File: config.mk
export PLATFORM = sky130hd
export DESIGN_NAME = tick_sched
export DESIGN_NICKNAME = d
export VERILOG_FILES = /design/src/rtl/tick_sched_pkg.sv /design/src/rtl/tick_prescaler.sv /design/src/rtl/tick_sched.sv
export SDC_FILE = /design/constraint.sdc
export NUM_CORES = 1
export LEC_CHECK = 0
export CAP_MARGIN = 25
export CORE_ASPECT_RATIO = 0.6
export CORE_MARGIN = 2
export CORE_UTILIZATION = 64
export DETAILED_ROUTE_END_ITERATION = 7
export PLACE_DENSITY_LB_ADDON = 0.12
export SLEW_MARGIN = 10
export SYNTH_ARGS = -nofsm -noshare
export SYNTH_HDL_FRONTEND = slang
export SYNTH_SLANG_ARGS = --single-unit
File: constraint.sdc
create_clock -name clk -period 5.9 [get_ports clk]
set_clock_uncertainty 0.1 [all_clocks]
set_input_delay 1.18 -clock clk [delete_from_list [all_inputs] [get_ports clk]]
set_output_delay 1.18 -clock clk [all_outputs]
set_load 0.02 [all_outputs]
File: src/rtl/tick_sched_pkg.sv
`default_nettype none
// ============================================================================
//  Module   : tick_sched_pkg
//  Purpose  : Shared definitions for the tick scheduler. Holds the FSM state
//             encodings, the period multiplier constants, and a helper that
//             turns a period selector into a prescaler length in clock cycles.
//  Ports    : none (package)
//  Revision : 1.0  initial release
// ============================================================================
package tick_sched_pkg;

  typedef enum logic [1:0] {
    ST_IDLE  = 2'b00,
    ST_RUN   = 2'b01,
    ST_PAUSE = 2'b10,
    ST_STEP  = 2'b11
  } state_t;

  // Base-period multipliers for period_sel = 00, 01, 10, 11.
  localparam logic [31:0] C_MULT_1MS   = 32'd1;
  localparam logic [31:0] C_MULT_10MS  = 32'd10;
  localparam logic [31:0] C_MULT_100MS = 32'd100;
  localparam logic [31:0] C_MULT_1S    = 32'd1000;

  // Number of clock cycles in one tick period for a given selector.
  function automatic logic [31:0] period_cycles(input logic [1:0]  sel,
                                                input logic [31:0] base);
    logic [31:0] mult;
    case (sel)
      2'b00:   mult = C_MULT_1MS;
      2'b01:   mult = C_MULT_10MS;
      2'b10:   mult = C_MULT_100MS;
      default: mult = C_MULT_1S;
    endcase
    return base * mult;
  endfunction

endpackage
`default_nettype wire

File: src/rtl/tick_prescaler.sv
`default_nettype none
// ============================================================================
//  Module   : tick_prescaler
//  Purpose  : 32-bit prescaler counting 0..period-1 while enabled. Flags the
//             cycle in which it wraps from period-1 back to 0.
//  Ports    : clk    - system clock
//             rst    - synchronous active-high reset
//             en     - advance the count this cycle
//             clr    - force the count to 0 (overrides en)
//             period - period length in cycles (must be >= 1)
//             wrap   - high in the cycle whose clock edge wraps the count
//  Revision : 1.0  initial release
// ============================================================================
module tick_prescaler (
  input  logic        clk,
  input  logic        rst,
  input  logic        en,
  input  logic        clr,
  input  logic [31:0] period,
  output logic        wrap
);

  logic [31:0] r_count;

  assign wrap = en && !clr && (r_count == period - 32'd1);

  always_ff @(posedge clk) begin
    if (rst || clr) begin
      r_count <= 32'd0;
    end else if (wrap) begin
      r_count <= 32'd0;
    end else if (en) begin
      r_count <= r_count + 32'd1;
    end
  end

endmodule
`default_nettype wire

File: src/rtl/tick_sched.sv
`default_nettype none
// ============================================================================
//  Module   : tick_sched
//  Purpose  : Tick scheduler driving the count enable of a reversible counter.
//             Generates ticks every P cycles (P selectable 1 ms .. 1 s),
//             supports bursts of N ticks, pause/resume and manual steps.
//  Ports    : clk, rst              - clock, synchronous active-high reset
//             start, stop, pause,
//             step                  - level-sampled commands
//                                     (priority stop > start > pause > step)
//             dir                   - requested count direction (1 = up)
//             period_sel [1:0]      - 00=1ms 01=10ms 10=100ms 11=1s
//             burst_len  [7:0]      - ticks per run, 0 = free-running
//             tick                  - one-cycle count-enable pulse
//             cnt_dir               - dir captured with the current tick
//             done                  - one-cycle burst-complete pulse
//             busy                  - state is not IDLE
//             state [1:0]           - IDLE=00 RUN=01 PAUSE=10 STEP=11
//  Revision : 1.0  initial release
// ============================================================================
module tick_sched
  import tick_sched_pkg::*;
#(
  parameter int unsigned TICK_1MS = 100_000
) (
  input  logic       clk,
  input  logic       rst,
  input  logic       start,
  input  logic       stop,
  input  logic       pause,
  input  logic       step,
  input  logic       dir,
  input  logic [1:0] period_sel,
  input  logic [7:0] burst_len,
  output logic       tick,
  output logic       cnt_dir,
  output logic       done,
  output logic       busy,
  output logic [1:0] state
);

  state_t      r_state;
  logic [1:0]  r_sel;
  logic [7:0]  r_len;
  logic [7:0]  r_burst_cnt;
  logic        r_tick;
  logic        r_done;
  logic        r_cnt_dir;

  logic        w_presc_en;
  logic        w_presc_clr;
  logic        w_wrap;
  logic [31:0] w_period;
  logic [7:0]  w_burst_next;

  assign w_period     = period_cycles(r_sel, 32'(TICK_1MS));
  assign w_burst_next = r_burst_cnt + 8'd1;

  // The prescaler only advances in RUN cycles that stay in RUN; a cycle that
  // is leaving for IDLE or PAUSE freezes it, which also swallows a pending wrap.
  // start outranks pause, so start held together with pause keeps running.
  assign w_presc_en  = (r_state == ST_RUN) && !stop && (start || !pause);
  assign w_presc_clr = (r_state == ST_IDLE);

  tick_prescaler u_prescaler (
    .clk    (clk),
    .rst    (rst),
    .en     (w_presc_en),
    .clr    (w_presc_clr),
    .period (w_period),
    .wrap   (w_wrap)
  );

  always_ff @(posedge clk) begin
    if (rst) begin
      r_state     <= ST_IDLE;
      r_sel       <= 2'b00;
      r_len       <= 8'd0;
      r_burst_cnt <= 8'd0;
      r_tick      <= 1'b0;
      r_done      <= 1'b0;
      r_cnt_dir   <= 1'b0;
    end else begin
      r_tick <= 1'b0;
      r_done <= 1'b0;

      // New period length takes effect only from the next period onwards.
      if (w_wrap) begin
        r_sel <= period_sel;
      end

      case (r_state)
        ST_IDLE: begin
          if (stop) begin
            r_state <= ST_IDLE;
          end else if (start) begin
            r_state     <= ST_RUN;
            r_burst_cnt <= 8'd0;
            r_sel       <= period_sel;
            r_len       <= burst_len;
          end else if (step) begin
            r_state   <= ST_STEP;
            r_tick    <= 1'b1;
            r_cnt_dir <= dir;
          end
        end

        ST_RUN: begin
          if (stop) begin
            r_state <= ST_IDLE;
          end else if (w_wrap) begin
            r_tick    <= 1'b1;
            r_cnt_dir <= dir;
            if (r_len == 8'd0) begin
              if (r_burst_cnt != 8'hFF) begin
                r_burst_cnt <= w_burst_next;
              end
            end else begin
              r_burst_cnt <= w_burst_next;
              if (w_burst_next == r_len) begin
                r_done  <= 1'b1;
                r_state <= ST_IDLE;
              end
            end
          end else if (!start && pause) begin
            r_state <= ST_PAUSE;
          end
        end

        ST_PAUSE: begin
          if (stop) begin
            r_state <= ST_IDLE;
          end else if (start) begin
            r_state <= ST_RUN;
          end else if (pause) begin
            r_state <= ST_PAUSE;
          end else if (step) begin
            r_state   <= ST_STEP;
            r_tick    <= 1'b1;
            r_cnt_dir <= dir;
          end
        end

        ST_STEP: begin
          r_state <= ST_PAUSE;
        end

        default: begin
          r_state <= ST_IDLE;
        end
      endcase
    end
  end

  assign tick    = r_tick;
  assign done    = r_done;
  assign cnt_dir = r_cnt_dir;
  assign busy    = (r_state != ST_IDLE);
  assign state   = r_state;

endmodule
`default_nettype wire

# After elaboration in Yosys (flattened, before gate mapping)
# Index checks and enable logic that the tools add are counted.
# W data, S select, Z words.
op_classes:
  n_addsub: 3
  n_reduce_logical: 23
  n_eq_ne: 20
  muxes: 43
  multipliers: 1
  bitwise: 3
ops:
  columns: ["cell", "count"]
  rows:
  - ["$mux W8", 6]
  - ["$add A32 B1 Y32 const B", 1]
  - ["$eq A32 B32 Y1", 1]
  - ["$mul A12 B32 Y27 const A", 1]
  - ["$sub A32 B1 Y32 const B", 1]
  - ["$mux W2", 15]
  - ["$pmux W10 S3", 1]
  - ["$mux W1", 17]
  - ["$pmux W8 S2", 1]
  - ["$ne A2 B2 Y1 const B", 7]
  - ["$add A8 B1 Y8 const B", 1]
  - ["$eq A8 B8 Y1", 1]
  - ["$logic_not A8 Y1", 1]
  - ["$ne A4 B4 Y1 const B", 2]
  - ["$ne A8 B8 Y1 const B", 1]
  - ["$pmux W2 S4", 1]
  - ["$reduce_and A8 Y1", 1]
  - ["$eq A2 B2 Y1 const B", 3]
  - ["$pmux W1 S3", 2]
  - ["$reduce_and A3 Y1", 2]
  - ["$reduce_and A6 Y1", 1]
  - ["$logic_and A1 B1 Y1", 5]
  - ["$reduce_or A5 Y1", 1]
  - ["$eq A2 B1 Y1 const B", 2]
  - ["other kinds (10)", 18]
word_totals:
  word_cells: 101
  regBits: 55
  input_bits: 17
  out_inout_bits: 6

# Logic depth before layout (Yosys ltp)
# Gate-level depths: netlist of the first run.
depth:
  depth_word: 10
  mapped_depth: 16
  depth_no_buf: 13

# Modules after synthesis
# A second synthesis of the first run with hierarchy kept.
hier_totals:
  cells_unflattened: 559
  hier_area_um2: 4435.5
modules_own_cells:
  columns: ["module", "seq_area_each_um2", "cells_per_inst", "area_each_um2", "n_inst"]
  rows:
  - ["tick_prescaler", 640.6, 335, 2741.4, 1]
  - ["tick_sched", 460.4, 224, 1694.1, 1]

# Worst setup path before layout of the first run
# Ideal clock, no wire load.
synth_timing:
  path_type: "flip-flop to flip-flop"
  start: "register r_sel[0]"
  end: "register r_burst_cnt[4]"
  path_buffers: 2
  setup_slack_ns: 2.335
  setup_ns: 0.122
  period_less_slack_ns: 3.565
  path_stages_with_launch: 16
  arrival_ns: 3.342
  required_time_ns: 5.678
  cell_sequence: "dfxtp_1 > ha_1 > buf_2 > inv_1 > ha_1 > inv_1 > ha_1 > ha_1 > a21oi_1 > o2111ai_1 > a41oi_1 > o2111ai_1 > or4b_1 > buf_6 > o211ai_2 > nand3_1"
synth_between:
  elab_chain_len: 8
  word_cells_on_any_way: 10
  cone_classes: "add/sub: 1; mul: 1; eq/ne: 4; mux: 1; reduce/logical: 3"
synth_lines:
  columns: ["element", "line_no", "rtl"]
  rows:
  - ["from (decl)", "tick_sched.sv:43", "logic [1:0] r_sel;"]
  - ["from (signal assigned)", "tick_sched.sv:89", "r_sel <= period_sel;"]
  - ["from (signal assigned)", "tick_sched.sv:99", "r_sel <= period_sel;"]
  - ["$eq A2 B2 Y1 (tied with other cells)", "tick_sched_pkg.sv:29", "case (sel)"]
  - ["$pmux W10 S3 (*)", "tick_sched_pkg.sv:29", null]
  - ["$mul A12 B32 Y27 (*)", "tick_sched_pkg.sv:35", "return base * mult;"]
  - ["$sub A32 B1 Y32 (*)", "tick_prescaler.sv:25", "assign wrap = en && !clr && (r_count == period - 32'd1);"]
  - ["$eq A32 B32 Y1 (*)", "tick_prescaler.sv:25", null]
  - ["$logic_and A1 B1 Y1 (*)", "tick_prescaler.sv:25", null]
  - ["$ne A2 B1 Y1 (no source line) (*)", null, null]
  - ["$reduce_and A6 Y1 (no source line) (*)", null, null]
  - ["to (signal assigned)", "tick_sched.sv:116", "r_burst_cnt <= w_burst_next;"]
  - ["to (signal assigned)", "tick_sched.sv:119", "r_burst_cnt <= w_burst_next;"]
  - ["to (decl)", "tick_sched.sv:45", "logic [7:0] r_burst_cnt;"]
# Mark *: on every way between the ends. The rest lies on a longest branch, timed or not.
# A chain may end at the register's enable or synchronous reset.

# Worst setup path after layout of the first run
layout_timing:
  start: "register r_sel[0]"
  end: "register r_sel[0]"
layout_between:
  elab_chain_len: 10
  word_cells_on_any_way: 12
  cone_classes: "add/sub: 1; mul: 1; eq/ne: 3; mux: 5; reduce/logical: 2"
layout_lines:
  columns: ["element", "line_no", "rtl"]
  rows:
  - ["$eq A2 B2 Y1 (tied with other cells)", "tick_sched_pkg.sv:29", null]
  - ["$pmux W10 S3", "tick_sched_pkg.sv:29", null]
  - ["$mul A12 B32 Y27", "tick_sched_pkg.sv:35", null]
  - ["$sub A32 B1 Y32", "tick_prescaler.sv:25", null]
  - ["$eq A32 B32 Y1", "tick_prescaler.sv:25", null]
  - ["$logic_and A1 B1 Y1", "tick_prescaler.sv:25", null]
  - ["$mux W2 (*)", "tick_sched.sv:88", "if (w_wrap) begin"]
  - ["$mux W2", "tick_sched.sv:96", "end else if (start) begin"]
  - ["$mux W2", "tick_sched.sv:94", "if (stop) begin"]
  - ["$mux W2 (*)", "tick_sched.sv:92", "case (r_state)"]
# Marks and branches as above.

==> out/qor.tcl, run 1 <==
set qor(grt_pass1_vias) 2660
set qor(worst_ir_drop_on_vdd_mv) 0.145
set qor(reg2reg_from) {r_sel[0]}
set qor(max_slew_violation_total_from_the_final_report) 0
set qor(numClockSinks) 55
set qor(grt_first_pass_wirelength_um) 13300
set qor(combined_global_route_utilization_of_all_metal_layers_pct) 28.3
set qor(cts_buffers) 5
set qor(row_count) 20
set qor(tritoncts_clock_tree) {done}
set qor(via_count) 3061
set qor(synth.net_count) 463
set qor(cpMaxStageDelayCell) {sky130_fd_sc_hd__nor4b_2}
set qor(p_seq_share_pct) 54.2
set qor(drt-initial-drc-count) 202
set qor(largest_net_degree_at_the_start_of_global_routing) 33
set qor(min_from) {r_len[3]}
set qor(run_status) {finished clean}
set qor(slew-limit-headroom_pct) 37.0
set qor(register_area_um2) 1100
set qor(p_per_area_nw_per_um2) 187
set qor(detail_route.first_pass.iterations) 5
set qor(multi_input_combinational_cell_area_um2) 2200
set qor(ys_ff_latch) 55
set qor(dieWidth_um) 99.0
set qor(place.port_buffers) 22
set qor(globalRouteOverflowTotal) 0
set qor(cts_max_level) 2
set qor(setup-violations-final) 0
set qor(post_cts_buffers) 0
set qor(crit_path_frequent_cell) {sky130_fd_sc_hd__ha_1}
set qor(drcViolationCount) 0
set qor(endpoint_of_the_worst_hold_path) {r_len[3]}
set qor(cts-hold-fix-buffers) 0
set qor(asyncSetResetFlopFracSynth_pct) 0
set qor(final.hold.worst_slack_ns) 0.386
set qor(critical_path.reg2reg.endpoint) {r_sel[0]}
set qor(syn-mean-instance-area_um2) 8.15
set qor(initial_core_util_pct) 67.6
set qor(static-leakage-power_nw) 1.37
set qor(ctsRootBufferMaster) {sky130_fd_sc_hd__clkbuf_8}
set qor(element_type_at_the_critical_path_start) {flip-flop}
set qor(drt.antenna.violating_nets) 0
set qor(gpl_congestion) 0.953
set qor(layout_net_count) 478
set qor(finalCriticalPeriod_ns) 4.35
set qor(floorplan.die_area_um2) 6040
set qor(synth-main-ff-cell) {sky130_fd_sc_hd__dfxtp_1}
set qor(critical_path.max_fanout) 9
set qor(netSwitchingPower_w) 0.000193
set qor(fillcell_total) 368
set qor(io_pins) 23
set qor(count_of_final_hold_check_violations) 0
set qor(edff_count_synth) 0
set qor(mostFrequentLayoutCell) {sky130_fd_sc_hd__nor2_1}
set qor(yosys_warnings) 0
set qor(yosys.cell_types.count) 62
set qor(reg2regPathDepth) 13
set qor(post_cts_resized) 0
set qor(detail_route.wirelength_um) 8160
set qor(timing.critical_path.cells) {ha_1, inv_1, ha_1, inv_1, ha_1, ha_1, a21oi_1, o2111ai_1, a41oi_1, o2111ai_1, nor4b_2, o21ai_0, a21oi_1}
set qor(worstHoldPathType) {reg2reg}
set qor(clk_transition_reported_paths_ns) 0.11
set qor(crit_family) {adder cells}
set qor(antenna_cells_inserted) 0
set qor(clock_power_share_pct) 32.8
set qor(setup_total_negative_slack_ns) 0
set qor(dp_hpwl_um) 6270
set qor(clock_latency_of_the_later_clocked_register_in_the_worst_skew_pair_ns) 0.32
set qor(post-route-util_pct) 73.7
set qor(grt_antenna_before_repair) 0
set qor(cp.required_ns) 6.05
set qor(seq_area_frac_synth_pct) 31.8
set qor(p_comb_share_pct) 13.0
set qor(timing.critical_path.arrival_ns) 4.50
set qor(setup.reg_to_reg.worst_slack_ns) 1.55
set qor(internal_power_w) 0.000515
set qor(maxCapViolations) 0
set qor(chipHeight_um) 61
set qor(final_cell_mix) {sky130_fd_sc_hd__nor2_1, sky130_fd_sc_hd__dfxtp_1, sky130_fd_sc_hd__nand2_1}
set qor(rsz0062_at_grt) {false}
set qor(area_growth_pct) 9.03
set qor(avgRoutedWirePerCell_um) 16.1
set qor(drive_gt1_share_pct) 5.44
set qor(maximum_achievable_frequency_ghz) 0.230
set qor(timing_worst_slew_pin_value_ns) 0.942
set qor(syn-instance-count) 425
set qor(timing.critical_path.to_type) {flip-flop}
set qor(critPathKind) {reg2reg}
set qor(critical_path_buf_inv_count) 2
set qor(core_area_um2) 5130
set qor(timing.final.crit_share_pct) 73.7
set qor(sw_frac_of_total_pct) 27.3
set qor(total_power_w) 0.000708
set qor(critical_path.max_stage_delay_ns) 0.82
set qor(mappedNetlistArea_um2) 3470
set qor(hold_path_depth) 2
set qor(routed_via_density) 6.04
set qor(cts_max_path_buffers) 2
stage by stage:
step                      setup WS (ns)  area (um2)  instances
final                              1.55        3780        507
after global routing               1.26        3780        507
after CTS                          1.48        3770        506
after detailed placement           1.48        3670        498
after global placement             1.55        3670        498
after floorplan                    2.34        3470        425
state kept, by name, indices dropped and copies added, names as in the netlist:
register and flops:
u_prescaler.r_count 32, r_burst_cnt 8, r_len 8, r_sel 2
state 2, cnt_dir 1, done 1, tick 1
area by class of cell:
type	instances	area share, %
multi-input combinational	339	58.3
sequential	55	29.1
timing repair buffer	23	6.13
clock buffer	6	2.19
tap	66	2.19
inverter	16	1.59
clock inverter	2	0.464
logic make-up after synthesis:
kind of cell | after synthesis | share of synthesized area [%]
simple gates | 200 | 29.6
compound gates | 64 | 12.8
buf+inv | 31 | 4.66
flops | 55 | 31.8
xor+xnor | 54 | 13.6
fa+ha+maj | 21 | 7.58
power by group through the flow:
stage | sequential, W | clock (W) | combinational [W]
2_1_floorplan | 0.000391 | 0 | 0.0000610
3_3_place_gp | 0.000391 | 0 | 0.0000877
3_5_place_dp | 0.000391 | 0 | 0.0000895
4_1_cts | 0.000383 | 0.000234 | 0.0000901
5_1_grt | 0.000384 | 0.000247 | 0.000101
6_report | 0.000383 | 0.000232 | 0.0000923
Yosys cell counts (all sizes together) (7+ instances only):
library cell / count / area, um2
a21oi: 23 / 119
and3: 10 / 62.6
buf: 8 / 73.8
clkbuf: 7 / 27.5
dfxtp: 55 / 1100
ha: 21 / 263
inv: 16 / 60.1
nand2: 47 / 176
nand3: 21 / 110
nand4: 11 / 68.8
nor2: 58 / 218
nor3: 7 / 35.0
nor4: 8 / 65.1
o21ai: 8 / 40.0
xnor2: 27 / 236
xor2: 27 / 236
how the worst max path moves through the flow:
stage | slack, ns | endpoint | cells past startpoint | startpoint
4_1_cts | 1.48 | u_prescaler.r_count[25] | 13 | r_sel[0]
5_1_grt | 1.26 | r_sel[1] | 13 | r_sel[0]
3_5_place_dp | 1.48 | u_prescaler.r_count[25] | 13 | r_sel[0]
3_3_place_gp | 1.55 | u_prescaler.r_count[23] | 7 | stop
6_report | 1.55 | r_sel[0] | 13 | r_sel[0]
2_1_floorplan | 2.34 | r_burst_cnt[4] | 15 | r_sel[0]
worst register-to-register path: cells and delay by family (launching register included):
family,cells,cell delay (ns)
buffers and inverters,2,0.16
and+or+nand+nor,1,0.82
AOI/OAI and AO/OA,6,1.32
DFF,1,0.52
adders and majority gates,4,1.36
routing by layer:
metal | vias up | wire length [um] | GRT usage (%)
met2 | 115 | 3170 | 39.8
met4 | 0 | 55 | 4.11
met3 | 7 | 707 | 6.91
met5 | - | 0 | 0
li1 | 1506 | - | -
met1 | 1433 | 4220 | 44.2
Power figures use the tool's default switching activity.
==> run 2: changes to the inputs <==
--- a/config.mk
+++ b/config.mk
@@ -8,7 +8,7 @@
 export CAP_MARGIN = 25
 export CORE_ASPECT_RATIO = 0.6
 export CORE_MARGIN = 2
-export CORE_UTILIZATION = 64
+export CORE_UTILIZATION = 54
 export DETAILED_ROUTE_END_ITERATION = 7
 export PLACE_DENSITY_LB_ADDON = 0.12
 export SLEW_MARGIN = 10
==> constraint.sdc (replaced) <==
create_clock -name clk -period 3.8 [get_ports clk]
set_clock_uncertainty 0.1 [all_clocks]
set_input_delay 0.76 -clock clk [delete_from_list [all_inputs] [get_ports clk]]
set_output_delay 0.76 -clock clk [all_outputs]
set_load 0.02 [all_outputs]
==> run 2 against run 1 <==
Compared with the run above:
- maximum frequency up 21%
- sequential share of layout area decreased by 0.75 points
- non-clock buffer count grew 11
- core utilization decreased by 11 points
- largest power group unchanged
- highest routed layer unchanged
==> out/qor.tcl, run 2 (synthesized netlist as in run 1, its figures left out) <==
set qor(dp_hpwl_um) 6220 ;# was 6270 um
set qor(timing.critical_path.to_type) {flip-flop} ;# unchanged
set qor(cts-hold-fix-buffers) 0 ;# unchanged
set qor(reg2regPathDepth) 13 ;# unchanged
set qor(layout_net_count) 489 ;# was 478
set qor(post_dp_cell_area_um2) 3780 ;# was 3670 um2
set qor(maximum_achievable_frequency_ghz) 0.278 ;# was 0.230 GHz
set qor(avgRoutedWirePerCell_um) 14.9 ;# was 16.1 um
set qor(setup-violations-final) 0 ;# unchanged
set qor(initial_core_util_pct) 56.2 ;# was 67.6%
set qor(count_of_final_hold_check_violations) 0 ;# unchanged
set qor(post_cts_buffers) 0 ;# unchanged
set qor(detail_route.wirelength_um) 7980 ;# was 8160 um
set qor(clk_transition_reported_paths_ns) 0.10 ;# was 0.11 ns
set qor(grt_antenna_before_repair) 0 ;# unchanged
set qor(area_growth_pct) 11.9 ;# was 9.03%
set qor(core_area_um2) 6170 ;# was 5130 um2
set qor(tritoncts_clock_tree) {done} ;# unchanged
set qor(critical_path.reg2reg.endpoint) {r_burst_cnt[3]} ;# was r_sel[0]
set qor(cts_buffers) 5 ;# unchanged
set qor(globalRouteOverflowTotal) 0 ;# unchanged
set qor(critical_path.max_fanout) 10 ;# was 9
set qor(numClockSinks) 55 ;# unchanged
set qor(dieWidth_um) 107 ;# was 99.0 um
set qor(top_regs) {u_prescaler.r_count x32, r_burst_cnt x8, r_len x8} ;# unchanged
set qor(routed_via_density) 5.73 ;# was 6.04
set qor(fin_area_um2) 3880 ;# was 3780 um2
set qor(post_cts_resized) 0 ;# unchanged
set qor(floorplan.die_area_um2) 7100 ;# was 6040 um2
set qor(gpl_congestion) 0.877 ;# was 0.953
set qor(timing.final.crit_share_pct) 94.6 ;# was 73.7%
set qor(clock_power_share_pct) 29.9 ;# was 32.8%
set qor(critPathLaunch) {r_sel[1]} ;# was r_sel[0]
set qor(max_flop_register) {u_prescaler.r_count} ;# unchanged
set qor(detail_route.wirelength.met1_um) 4380 ;# was 4220 um
set qor(row_count) 22 ;# was 20
set qor(antenna_cells_inserted) 0 ;# unchanged
set qor(met2WireLength_um) 2970 ;# was 3170 um
set qor(place.port_buffers) 22 ;# unchanged
set qor(cts_max_level) 2 ;# unchanged
set qor(cts_max_path_buffers) 2 ;# unchanged
set qor(top_signal_layer_used) {met4} ;# unchanged
set qor(timing_worst_slew_pin_value_ns) 0.606 ;# was 0.942 ns
set qor(min_from) {u_prescaler.r_count[1]} ;# was r_len[3]
set qor(setup.reg_to_reg.worst_slack_ns) 0.21 ;# was 1.55 ns
set qor(largest_register_ffs) 32 ;# unchanged
set qor(max_slew_violation_total_from_the_final_report) 0 ;# unchanged
set qor(final_cell_mix) {sky130_fd_sc_hd__nor2_1, sky130_fd_sc_hd__dfxtp_1, sky130_fd_sc_hd__nand2_1} ;# unchanged
set qor(rsz0062_at_grt) {true} ;# was false
set qor(maxCapViolations) 0 ;# unchanged
set qor(io_pins) 23 ;# unchanged
set qor(drt.antenna.violating_nets) 0 ;# unchanged
set qor(final.hold.worst_slack_ns) 0.387 ;# was 0.386 ns
set qor(drive_gt1_share_pct) 8.20 ;# was 5.44%
set qor(netSwitchingPower_w) 0.000283 ;# was 0.000193 W
set qor(sw_frac_of_total_pct) 26.7 ;# was 27.3%
set qor(drt-initial-drc-count) 226 ;# was 202
set qor(fillcell_total) 558 ;# was 368
set qor(finalCriticalPeriod_ns) 3.59 ;# was 4.35 ns
set qor(drcViolationCount) 0 ;# unchanged
set qor(p_comb_share_pct) 14.1 ;# was 13.0%
set qor(critPathKind) {reg2reg} ;# unchanged
set qor(hold_path_depth) 2 ;# unchanged
set qor(worstHoldPathType) {reg2reg} ;# unchanged
set qor(p_seq_share_pct) 56.1 ;# was 54.2%
set qor(p_per_area_nw_per_um2) 273 ;# was 187 nW/um2
set qor(combined_global_route_utilization_of_all_metal_layers_pct) 24.2 ;# was 28.3%
set qor(run_status) {finished clean} ;# unchanged
set qor(static-leakage-power_nw) 1.42 ;# was 1.37 nW
set qor(largest_net_degree_at_the_start_of_global_routing) 33 ;# unchanged
set qor(chipHeight_um) 66.1 ;# was 61 um
set qor(ctsRootBufferMaster) {sky130_fd_sc_hd__clkbuf_8} ;# unchanged
set qor(cp.required_ns) 3.90 ;# was 6.05 ns
set qor(via_count) 3068 ;# was 3061
set qor(reg2reg_from) {r_sel[1]} ;# was r_sel[0]
set qor(element_type_at_the_critical_path_start) {flip-flop} ;# unchanged
set qor(post-route-util_pct) 62.9 ;# was 73.7%
set qor(internal_power_w) 0.000778 ;# was 0.000515 W
set qor(setup_total_negative_slack_ns) 0 ;# unchanged
set qor(slew-limit-headroom_pct) 59.5 ;# was 37.0%
set qor(grt_first_pass_wirelength_um) 13300 ;# about the same
set qor(endpoint_of_the_worst_hold_path) {u_prescaler.r_count[1]} ;# was r_len[3]
set qor(timing.critical_path.arrival_ns) 3.69 ;# was 4.50 ns
set qor(worst_ir_drop_on_vdd_mv) 0.136 ;# was 0.145 mV
set qor(mostFrequentLayoutCell) {sky130_fd_sc_hd__nor2_1} ;# unchanged
set qor(clock_latency_of_the_later_clocked_register_in_the_worst_skew_pair_ns) 0.31 ;# was 0.32 ns
set qor(detail_route.first_pass.iterations) 5 ;# unchanged
set qor(route.met3.wl_um) 562 ;# was 707 um
set qor(grt_pass1_vias) 2675 ;# was 2660
run 2: how the worst max path moves through the flow:
stage,end,slack (ns)
after global routing,r_burst_cnt[3],0.006
after floorplan,r_burst_cnt[4],0.24
final,r_burst_cnt[3],0.21
after global placement,r_burst_cnt[4],0.15
after detailed placement,r_burst_cnt[3],0.05
after CTS,r_burst_cnt[3],0.03
run 2: stage by stage:
stage          cells  total power (W)  setup WS [ns]
4_1_cts          535          0.00106         0.0313
6_report         535          0.00106          0.206
3_5_place_dp     528         0.000754         0.0520
5_1_grt          535          0.00111        0.00649
3_3_place_gp     528         0.000753          0.147
2_1_floorplan    425         0.000702          0.235
run 2: layout make-up:
| type | instances | area [um2] | area share (%) |
|---|---|---|---|
| clock inverter | 2 | 13.8 | 0.355 |
| tap | 84 | 105 | 2.71 |
| sequential | 55 | 1100 | 28.4 |
| multi-input combinational | 339 | 2220 | 57.1 |
| inverter | 16 | 60.1 | 1.55 |
| timing repair buffer | 34 | 314 | 8.10 |
| clock buffer | 5 | 68.8 | 1.77 |
run 2: power by group through the flow:
stage          sequential [W]  clock [W]  combinational (W)
5_1_grt              0.000596   0.000346           0.000165
4_1_cts              0.000594   0.000323           0.000147
6_report             0.000595   0.000317           0.000149
3_5_place_dp         0.000608          0           0.000146
2_1_floorplan        0.000607          0          0.0000947
3_3_place_gp         0.000608          0           0.000145
run 2: per-layer routing:
metal  up-vias  GRT usage (%)
met4         0           5.61
met2        99           31.3
met1      1435           40.1
li1       1524              -
met3        10           3.74
met5         -              0
run 2: worst max-delay path, stage by stage, from the launching register on:
cell and delay (ns):
sky130_fd_sc_hd__dfxtp_1 0.43, sky130_fd_sc_hd__ha_1 0.20, sky130_fd_sc_hd__inv_1 0.07, sky130_fd_sc_hd__ha_1 0.27, sky130_fd_sc_hd__inv_1 0.04, sky130_fd_sc_hd__ha_1 0.28, sky130_fd_sc_hd__ha_1 0.33, sky130_fd_sc_hd__a21oi_1 0.21
sky130_fd_sc_hd__o2111ai_1 0.16, sky130_fd_sc_hd__a41oi_2 0.27, sky130_fd_sc_hd__o2111ai_1 0.17, sky130_fd_sc_hd__or4b_4 0.62, sky130_fd_sc_hd__o211ai_1 0.25, sky130_fd_sc_hd__nand2_1 0.08
